File: src/rtl/core_pkg.sv
// Shared definitions for the pipeline stall controller: FSM state encoding and defaults.
package core_pkg;

  typedef enum logic [1:0] {
    ST_RUN  = 2'd0,
    ST_WAIT = 2'd1,
    ST_ERR  = 2'd2
  } state_t;

  localparam int unsigned DEFAULT_TIMEOUT_CYCLES = 64;

endpackage

File: src/rtl/sat_counter.sv
// Saturating up-counter with synchronous clear (clear wins over increment).
module sat_counter #(
  parameter int unsigned W = 16
) (
  input  logic         clk,
  input  logic         rst,
  input  logic         clr,
  input  logic         inc,
  output logic [W-1:0] q
);

  always_ff @(posedge clk or negedge rst) begin
    if (!rst) begin
      q <= '0;
    end else if (clr) begin
      q <= '0;
    end else if (inc && (q != '1)) begin
      q <= q + 1'b1;
    end
  end

endmodule

File: src/rtl/pipeline_stall_controller.sv
// Per-stage freeze/flush/bubble control for the 5-stage pipeline, with the
// memory-wait FSM, sticky timeout error and stall/flush performance counters.
module pipeline_stall_controller
  import core_pkg::*;
#(
  parameter int unsigned TIMEOUT_CYCLES = DEFAULT_TIMEOUT_CYCLES,
  parameter int unsigned WAIT_W         = 8,
  parameter int unsigned CNT_W          = 16
) (
  input  logic             clk,
  input  logic             rst,
  input  logic             hazard,
  input  logic             branch_taken,
  input  logic             mem_req,
  input  logic             mem_ready,
  input  logic             clr_stats,
  output logic             freeze_if,
  output logic             bubble_id_exe,
  output logic             flush_if_id,
  output logic             freeze_all,
  output logic             err,
  output logic [1:0]       state,
  output logic [CNT_W-1:0] stall_cnt,
  output logic [CNT_W-1:0] flush_cnt
);

  state_t            st;
  logic [WAIT_W-1:0] wait_cnt;
  logic              run_rules;

  // Controls act in the same cycle; everything is forced low while reset is held.
  always_comb begin
    freeze_if     = 1'b0;
    bubble_id_exe = 1'b0;
    flush_if_id   = 1'b0;
    freeze_all    = 1'b0;
    run_rules     = 1'b0;
    if (rst) begin
      unique case (st)
        ST_ERR:  freeze_all = 1'b1;
        ST_WAIT: begin
          if (!mem_ready) freeze_all = 1'b1;
          else            run_rules  = 1'b1;
        end
        default: begin
          if (mem_req && !mem_ready) freeze_all = 1'b1;
          else                       run_rules  = 1'b1;
        end
      endcase
      if (run_rules) begin
        if (branch_taken) begin
          flush_if_id   = 1'b1;
          bubble_id_exe = 1'b1;
        end else if (hazard) begin
          freeze_if     = 1'b1;
          bubble_id_exe = 1'b1;
        end
      end
    end
  end

  always_ff @(posedge clk or negedge rst) begin
    if (!rst) begin
      st       <= ST_RUN;
      wait_cnt <= '0;
      err      <= 1'b0;
    end else begin
      unique case (st)
        ST_RUN: begin
          if (mem_req && !mem_ready) begin
            st       <= ST_WAIT;
            wait_cnt <= WAIT_W'(1);
          end
        end
        ST_WAIT: begin
          if (mem_ready) begin
            st       <= ST_RUN;
            wait_cnt <= '0;
          end else if (wait_cnt == WAIT_W'(TIMEOUT_CYCLES - 1)) begin
            st  <= ST_ERR;
            err <= 1'b1;
          end else begin
            wait_cnt <= wait_cnt + 1'b1;
          end
        end
        ST_ERR:  st <= ST_ERR;
        default: st <= ST_RUN;
      endcase
    end
  end

  assign state = st;

  sat_counter #(.W(CNT_W)) u_stall_cnt (
    .clk (clk),
    .rst (rst),
    .clr (clr_stats),
    .inc (freeze_all | freeze_if),
    .q   (stall_cnt)
  );

  sat_counter #(.W(CNT_W)) u_flush_cnt (
    .clk (clk),
    .rst (rst),
    .clr (clr_stats),
    .inc (flush_if_id),
    .q   (flush_cnt)
  );

endmodule

File: config.mk
export PLATFORM = sky130hd
export DESIGN_NAME = pipeline_stall_controller
export DESIGN_NICKNAME = d
export VERILOG_FILES = /design/src/rtl/core_pkg.sv /design/src/rtl/sat_counter.sv /design/src/rtl/pipeline_stall_controller.sv
export SDC_FILE = /design/constraint.sdc
export NUM_CORES = 1
export LEC_CHECK = 0
export ABC_AREA = 1
export CAP_MARGIN = 5
export CORE_MARGIN = 2
export CORE_UTILIZATION = 30
export CTS_CLUSTER_DIAMETER = 40
export DETAILED_ROUTE_END_ITERATION = 8
export GPL_ROUTABILITY_DRIVEN = 0
export PLACE_DENSITY = 0.61
export SLEW_MARGIN = 30
export SYNTH_ARGS = -nofsm -noshare
export SYNTH_HDL_FRONTEND = slang
export SYNTH_SLANG_ARGS = --single-unit
export TNS_END_PERCENT = 30
File: constraint.sdc
create_clock -name clk -period 4.8 [get_ports clk]
set_clock_uncertainty 0.15 [all_clocks]
set_input_delay 1.44 -clock clk [delete_from_list [all_inputs] [get_ports clk]]
set_output_delay 1.44 -clock clk [all_outputs]
set_load 0.02 [all_outputs]
### Yosys cells after proc, flatten, opt, wreduce, memory -nomap -nowiden

Index checks and enable logic that the tools add are counted.

| word-level totals | value |
|---|---|
| input port bits | 7 |
| output and inout port bits | 39 |
| logic and storage cells | 59 |
| flip-flop bits (word level) | 43 |

| cells by class | value |
|---|---|
| add/sub/neg operators | 3 |
| reductions and logical operators | 11 |
| equal/unequal tests | 8 |
| bitwise logic cells | 2 |
| muxes and demuxes | 30 |

Operator list:

| operator | number |
|---|---|
| $mux W16 | 4 |
| $add A16 B1 Y16 const B | 2 |
| $ne A16 B16 Y1 const B | 2 |
| $mux W8 | 3 |
| $mux W1 | 16 |
| $pmux W8 S2 | 1 |
| $add A8 B1 Y8 const B | 1 |
| $eq A8 B6 Y1 const B | 1 |
| $mux W2 | 3 |
| $ne A3 B3 Y1 const B | 2 |
| $pmux W2 S3 | 1 |
| $reduce_and A3 Y1 | 2 |
| $reduce_bool A2 Y1 | 3 |
| $pmux W1 S2 | 2 |
| $logic_and A1 B1 Y1 | 3 |
| $eq A2 B1 Y1 const B | 1 |
| $eq A2 B2 Y1 const B | 1 |
| $logic_not A2 Y1 | 1 |
| $ne A2 B2 Y1 const B | 1 |
| $reduce_and A2 Y1 | 1 |
| $logic_not A1 Y1 | 1 |
| $not A1 Y1 | 1 |
| $or A1 B1 Y1 | 1 |

### Longest topological paths before layout

Gate-level depths: netlist (run 1).

| logic depth | value |
|---|---|
| depth after elaboration | 11 |
| depth in mapped cells | 10 |
| depth with buffers taken out | 10 |

### By module

A second synthesis (run 1) with hierarchy kept.

| unflattened totals | value |
|---|---|
| cells, all modules | 405 |
| area total of the unflattened synthesis | 2892.8 um2 |

Modules (own cells, without submodules):

| module | times used | area each (um2) | sequential area each (um2) | cells each |
|---|---|---|---|---|
| sat_counter | 2 | 1037.2 | 400.4 | 144 |
| pipeline_stall_controller | 1 | 818.3 | 275.3 | 117 |

### Worst setup path after synthesis (run 1)

No wires, ideal clock.

| timing path | value |
|---|---|
| path kind | input to output |
| from | input mem_ready |
| to | output flush_if_id |
| arrival | 1875 ps |
| stages | 4 |
| buffers on the path | 0 |
| data required time | 3210 ps |
| path slack | 1335 ps |
| cells stage by stage | inv_2 > nand2_1 > nand4_2 > inv_1 |

| between the ends | value |
|---|---|
| word-level cells in the longest chain between the ends | 7 |
| elaborated cells between the ends (all ways) | 8 |
| those cells by class | mux: 6; reduce/logical: 2 |

Ends and longest elaborated chain:

| item | RTL line | RTL |
|---|---|---|
| start: declaration | pipeline_stall_controller.sv:15 | `input logic mem_ready,` |
| $logic_not A1 Y1 | pipeline_stall_controller.sv:46 | `if (mem_req && !mem_ready) freeze_all = 1'b1;` |
| $logic_and A1 B1 Y1 | pipeline_stall_controller.sv:46 |  |
| $mux W1 | pipeline_stall_controller.sv:46 |  |
| $pmux W1 S2 * | pipeline_stall_controller.sv:39 | `unique case (st)` |
| $mux W1 * | pipeline_stall_controller.sv:38 | `if (rst) begin` |
| $mux W1 * | pipeline_stall_controller.sv:50 | `if (run_rules) begin` |
| $mux W1 * | pipeline_stall_controller.sv:38 |  |
| end: declaration | pipeline_stall_controller.sv:19 | `output logic flush_if_id,` |

Mark *: on every way between the ends. The rest lies on a longest branch, timed or not. The select of a mux whose other input is x is not followed.

### Worst setup path in the final report (run 1)

Ends and elaborated chain as after synthesis.

==> results of run 1 <==
==> cell type report <==
type                            count  area share
Sequential cell                    43       0.310
Clock buffer                        6      0.0238
Tap cell                          111      0.0401
Multi-Input combinational cell    300       0.440
Timing Repair Buffer               49       0.137
Clock inverter                      2      0.0101
Inverter                           36      0.0390
==> sequential cells by signal (all words and copies together), names as in the netlist <==
| name | count |
|---|---|
| state | 2 |
| wait_cnt | 8 |
| err | 1 |
| u_stall_cnt.q | 16 |
| u_flush_cnt.q | 16 |
==> layout by cell type, fill, tap and decap left out <==
master and n:
o21bai_1 7, dfrtp_1 43, nand4_1 22, nor2_2 4
buf_4 4, clkinv_2 1, nor2_1 37, bufinv_16 1
clkinv_1 1, buf_2 1, clkdlybuf4s50_1 44, inv_1 33
nand3_1 45, ha_1 8, nand2_2 10, nor2_8 1
or2_2 6, nand2_1 117, o2111a_1 1, a21oi_1 3
nor2_4 2, xnor2_1 4, xor2_1 7, nand4_2 1
nand3b_1 1, o21ai_0 24, inv_2 2, clkbuf_8 6
==> routing by layer <==
layer | GRT usage | wire (um) | part of all wire | up-vias
met5 | 0 | 0 | 0 | -
met4 | 0.0400 | 62 | 0.0093 | 0
met1 | 0.180 | 3200 | 0.48 | 1265
met3 | 0.0243 | 218 | 0.033 | 4
met2 | 0.237 | 3170 | 0.48 | 48
li1 | - | - | - | 1361
==> report_power, final <==
| group | switching (mW) | internal [mW] |
|---|---|---|
| sequential | 0.0288 | 0.386 |
| clock | 0.134 | 0.169 |
| combinational | 0.222 | 0.116 |
==> worst paths after layout <==
kind	depth (start not counted)	slack (ps)	to
hold reg to reg	2	320	err$_DFFE_PN0P_
setup / recovery	6	190	flush_if_id
setup reg to reg	9	2520	u_flush_cnt.q[3]$_DFFE_PN0P_
hold / removal	2	320	err$_DFFE_PN0P_
min in group asynchronous	2	1050	wait_cnt[2]$_DFFE_PN0P_
max in group asynchronous	2	3160	u_flush_cnt.q[1]$_DFFE_PN0P_
==> critical path, delay by kind of cell <==
| kind | cells | cell delay, ps |
|---|---|---|
| simple gates | 2 | 290 |
| buf+inv | 4 | 1280 |
==> through the flow <==
stage | util | power (mW) | cells | setup slack (ps)
floorplan | - | 0.664 | 388 | 1340
global placement | 0.366 | 0.759 | 539 | 208
detailed placement | 0.366 | 0.764 | 539 | 174
CTS | 0.379 | 1.07 | 547 | 172
global route | 0.379 | 1.13 | 547 | 76.4
finish | 0.379 | 1.06 | 547 | 191
==> logic make-up after synthesis <==
| group | count (synthesis) |
|---|---|
| simple gates | 246 |
| compound gates | 35 |
| xor+xnor | 11 |
| flops | 43 |
| buf+inv | 45 |
| fa+ha+maj | 8 |
==> impl_metrics.csv, run 1 <==
group,metric,value,unit
outcome,outcome,"completed",
logic_synthesis,synth-main-ff-cell,"dfrtp_1",
die,core_area,9150,um^2
routing,vias,2678,
logic_synthesis,muxShareOfSynthArea,0,
logic_synthesis,yosysTopAreaCellShare,0.384,
global_routing,grt_overflow,0,
logic_synthesis,synth_xor_area_frac,0.0344,
sta,fin_setup_tns,0,ps
power,power_density,305,nW/um^2
logic_synthesis,yosys.area_share.simple,0.403,
final_layout,area_growth_syn_to_layout,23.8,%
logic_synthesis,netlist_top_cells_count,"nand2_1, nand3_1, dfrtp_1, nor2_1, inv_1",
cts,cts-root-buf,"clkbuf_8",
final_layout,nets,450,
logic_synthesis,synth.most_common_cell,"nand2_1",
logic_synthesis,synth_top_family_by_area,"simple AND/OR/NAND/NOR gates",
critical_path,worstPathMaxFanout,4,
logic_synthesis,synthArstFlopShare,1.00,
sta,drv_slew,0,
routing,drtPass1Iterations,4,
die,die_w,101,um
global_routing,grt_pass1_wl,11500,um
logic_synthesis,synthCells,388,
placement,place_area,3350,um^2
worst_hold_path,hold_class,"reg -> reg",
global_routing,grt_pass1_vias,2505,
global_routing,grt_usage,0.139,
cts,clkLatencyLatePin,300,ps
die,placementRows,35,
final_layout,drive_gt1_frac,0.0894,
placement,hpwl,4810,um
sta,fin_crit_sh,0.960,
logic_synthesis,synth_edf_count,0,
routing,wl_per_cell,12.2,um
global_routing,grt_max_degree,35,
placement,port_buffers,45,
routing,routed_via_density,4.90,
cts,cts_inserted_buffers,5,
critical_path,cp-startpoint,"mem_ready",
cts,htree_levels,2,
die,io_pins,46,
logic_synthesis,synthTopCellsByArea,"dfrtp_1, nand2_1, nand3_1",
logic_synthesis,ys_seq_elements,43,
routing,wl,6650,um
logic_synthesis,avgSynthCellArea,7.22,um^2
logic_synthesis,syn-num-nets,403,
cts,clockBufferDepth,2,
flow_run,max_cap_viol_count,0,
critical_path,cp-end-kind,"output pin",
sta,max_slew_margin,0.671,
logic_synthesis,syn_area,2800,um^2
critical_path,worstPathCellList,"clkdlybuf4s50_1 > inv_2 > nand2_1 > nand4_2 > inv_1 > clkdlybuf4s50_1",
die,die_h,101,um
cts,clock-sinks,43,
logic_synthesis,yosysTopAreaCell,"dfrtp_1",
cts,path_clk_slew,80,ps
logic_synthesis,ys_types,27,
critical_path,worstPathArrival,3020,ps
logic_synthesis,synth_fa_ha_area_frac,0.0357,
critical_path,cpMostUsedCell,"clkdlybuf4s50_1",
routing,drtIter0Drc,95,
power,power.leakage,1.54,nW
sta,max_freq,217,MHz
worst_hold_path,min_from,"err$_DFFE_PN0P_",
critical_path,max_stage_delay,600,ps
sta,rsz0062_at_grt,"false",
power,vdd_drop_max,0.160,mV
die,die_area,10100,um^2
sta,final-setup-viol-count,0,
cts,ctsHoldBuffers,0,
final_layout,fillers,969,
critical_path,cpMaxStageDelayCell,"clkdlybuf4s50_1",
final_layout,seq_area,1080,um^2
sta,timing.hold.ws,321,ps
cts,cts_resized,0,
final_layout,stdcell_area,3470,um^2
die,initial_core_util,0.306,
global_routing,antenna_found_initial,0,
final_layout,multi_input_area,1520,um^2
logic_synthesis,synth_compound_area_frac,0.0710,
routing,antenna_left,0,
sta,min_period,4610,ps
critical_path,criticalPathCategory,"in -> out",
logic_synthesis,ys_seq_area_frac,0.384,
critical_path,regToRegStartpoint,"state[0]$_DFFE_PN0P_",
sta,final-hold-violation-count,0,
routing,route.detailed.drc,0,
cts,postCtsSetupRepairBufs,0,
sta,worst_pin_slew,492,ps
logic_synthesis,ys_warn_count,0,
cts,cts_tree,"built",
final_layout,antenna_cells,0,
critical_path,required,3210,ps
critical_path,cp-start-kind,"primary input",
(Power assumes the default switching activity.)
==> inputs of run 2 (changes only) <==
CORE_UTILIZATION = 58   (was 30)
CTS_CLUSTER_SIZE = 16   (was unset)
PLACE_DENSITY = 0.95   (was 0.61)
==> run 2 against run 1 <==
Final area is 3.5% lower. Power down 6.7%. Largest cell class unchanged. Cell count decreased by 11%. First-iteration DRC count rose by 120%. Highest routed layer unchanged. Worst setup slack improved by 29 ps.
==> impl_metrics.csv, run 2 (same netlist as run 1, synthesis figures left out) <==
group,metric,value,unit
cts,cts_inserted_buffers,5,
placement,port_buffers,45,
cts,cts-root-buf,"clkbuf_8",
routing,antenna_left,0,
sta,fin_setup_tns,0,ps
power,vdd_drop_max,0.224,mV
cts,clockBufferDepth,2,
routing,vias,2757,
cts,ctsHoldBuffers,0,
routing,wl,6610,um
die,io_pins,46,
die,die_area,5400,um^2
cts,clock-sinks,43,
sta,final-setup-viol-count,0,
flow_run,max_cap_viol_count,0,
sta,worst_pin_slew,541,ps
sta,max_slew_margin,0.639,
sta,timing.hold.ws,345,ps
cts,cts_tree,"built",
routing,drtPass1Iterations,5,
routing,routed_via_density,5.65,
critical_path,worst-path-buf-inv,4,
final_layout,layout_commonest_cell,"nand2_1",
sta,fin_crit_sh,0.954,
critical_path,cp-end-kind,"output pin",
global_routing,antenna_found_initial,0,
critical_path,criticalPathCategory,"in -> out",
sta,min_period,4580,ps
power,power_density,295,nW/um^2
die,core_area,4690,um^2
routing,wl_per_cell,13.5,um
outcome,outcome,"completed",
global_routing,grt_usage,0.259,
critical_path,path_delay_family,"buffers and inverters",
sta,final-hold-violation-count,0,
critical_path,worstPathCellList,"clkdlybuf4s50_1 > inv_2 > nand2_1 > nand2_1 > nand3_1 > inv_1 > clkdlybuf4s50_1",
placement,hpwl,4670,um
global_routing,grt_pass1_vias,2554,
cts,cts_resized,0,
die,die_w,73.5,um
global_routing,grt_pass1_wl,11200,um
final_layout,nets,448,
routing,drtIter0Drc,210,
cts,postCtsSetupRepairBufs,0,
critical_path,worstPathMaxFanout,4,
routing,route.detailed.drc,0,
cts,clkLatencyLatePin,300,ps
final_layout,drive_gt1_frac,0.0806,
final_layout,most-common-layout-cells,"nand2_1, nand3_1, clkdlybuf4s50_1",
critical_path,required,3210,ps
die,placementRows,25,
die,die_h,73.5,um
cts,path_clk_slew,80,ps
critical_path,cp-start-kind,"primary input",
critical_path,cpMaxStageDelayCell,"clkdlybuf4s50_1",
cts,htree_levels,2,
global_routing,grt_overflow,0,
worst_hold_path,hold_class,"reg -> reg",
global_routing,grt_max_degree,44,
sta,rsz0062_at_grt,"false",
die,initial_core_util,0.597,
critical_path,max_stage_delay,600,ps
sta,max_freq,218,MHz
sta,drv_slew,0,
critical_path,worstPathArrival,2990,ps
power,power.leakage,1.52,nW
final_layout,antenna_cells,0,
final_layout,area_growth_syn_to_layout,19.4,%
final_layout,top_regs,"u_flush_cnt.q (16), u_stall_cnt.q (16), wait_cnt (8)",
[run 2: power breakdown]
part,switching [mW],internal [mW]
Sequential,0.0309,0.386
Combinational,0.226,0.115
Clock,0.126,0.102
Total,0.383,0.603
[run 2: routing by layer]
metal  share of wire  up-vias  wire length (um)  global-route usage
li1                -     1351                 -                   -
met1            0.43     1299              2820               0.329
met2            0.50       97              3310               0.450
met3           0.058       10               381              0.0398
met4           0.015        0                99              0.0848
met5               0        -                 0                   0
[run 2: worst paths after layout]
check	startpoint	end	slack (ps)	depth (start not counted)
min in group asynchronous	rst	u_flush_cnt.q[13]$_DFFE_PN0P_	1150	2
worst max-delay path	mem_ready	freeze_all	220	7
worst max register to register	state[0]$_DFFE_PN0P_	u_flush_cnt.q[15]$_DFFE_PN0P_	2680	8
worst min-delay path	err$_DFFE_PN0P_	err$_DFFE_PN0P_	340	2
worst min register to register	err$_DFFE_PN0P_	err$_DFFE_PN0P_	340	2
max in group asynchronous	rst	state[1]$_DFFE_PN0P_	2970	2
[run 2: cell type report]
type	count	area (um^2)
clock buffer	7	76.3
sequential	43	1080
timing repair buffer	47	460
multi-input combinational	300	1520
clock inverter	1	5.00
fill	367	1350
tap	54	67.6
inverter	36	135
[run 2: worst reg2reg max path, cell delays in order, from the launching register on]
cell and delay [ps]:
dfrtp_1 420, inv_1 110, ha_1 340, nand2_1 130
nand4_2 120, nor2_4 440, nor2_8 140, nand2_1 100
nand2_1 60
[run 2: per-stage QoR]
step	instance area [um^2]	power, mW	instances	utilization	worst slack (ps)
6_report	3340	0.986	488	0.713	219
3_5_place_dp	3260	0.763	480	0.695	223
5_1_grt	3340	1.05	488	0.713	147
4_1_cts	3340	0.992	488	0.713	217
2_1_floorplan	2800	0.664	388	-	1340
3_3_place_gp	3260	0.748	480	0.695	260
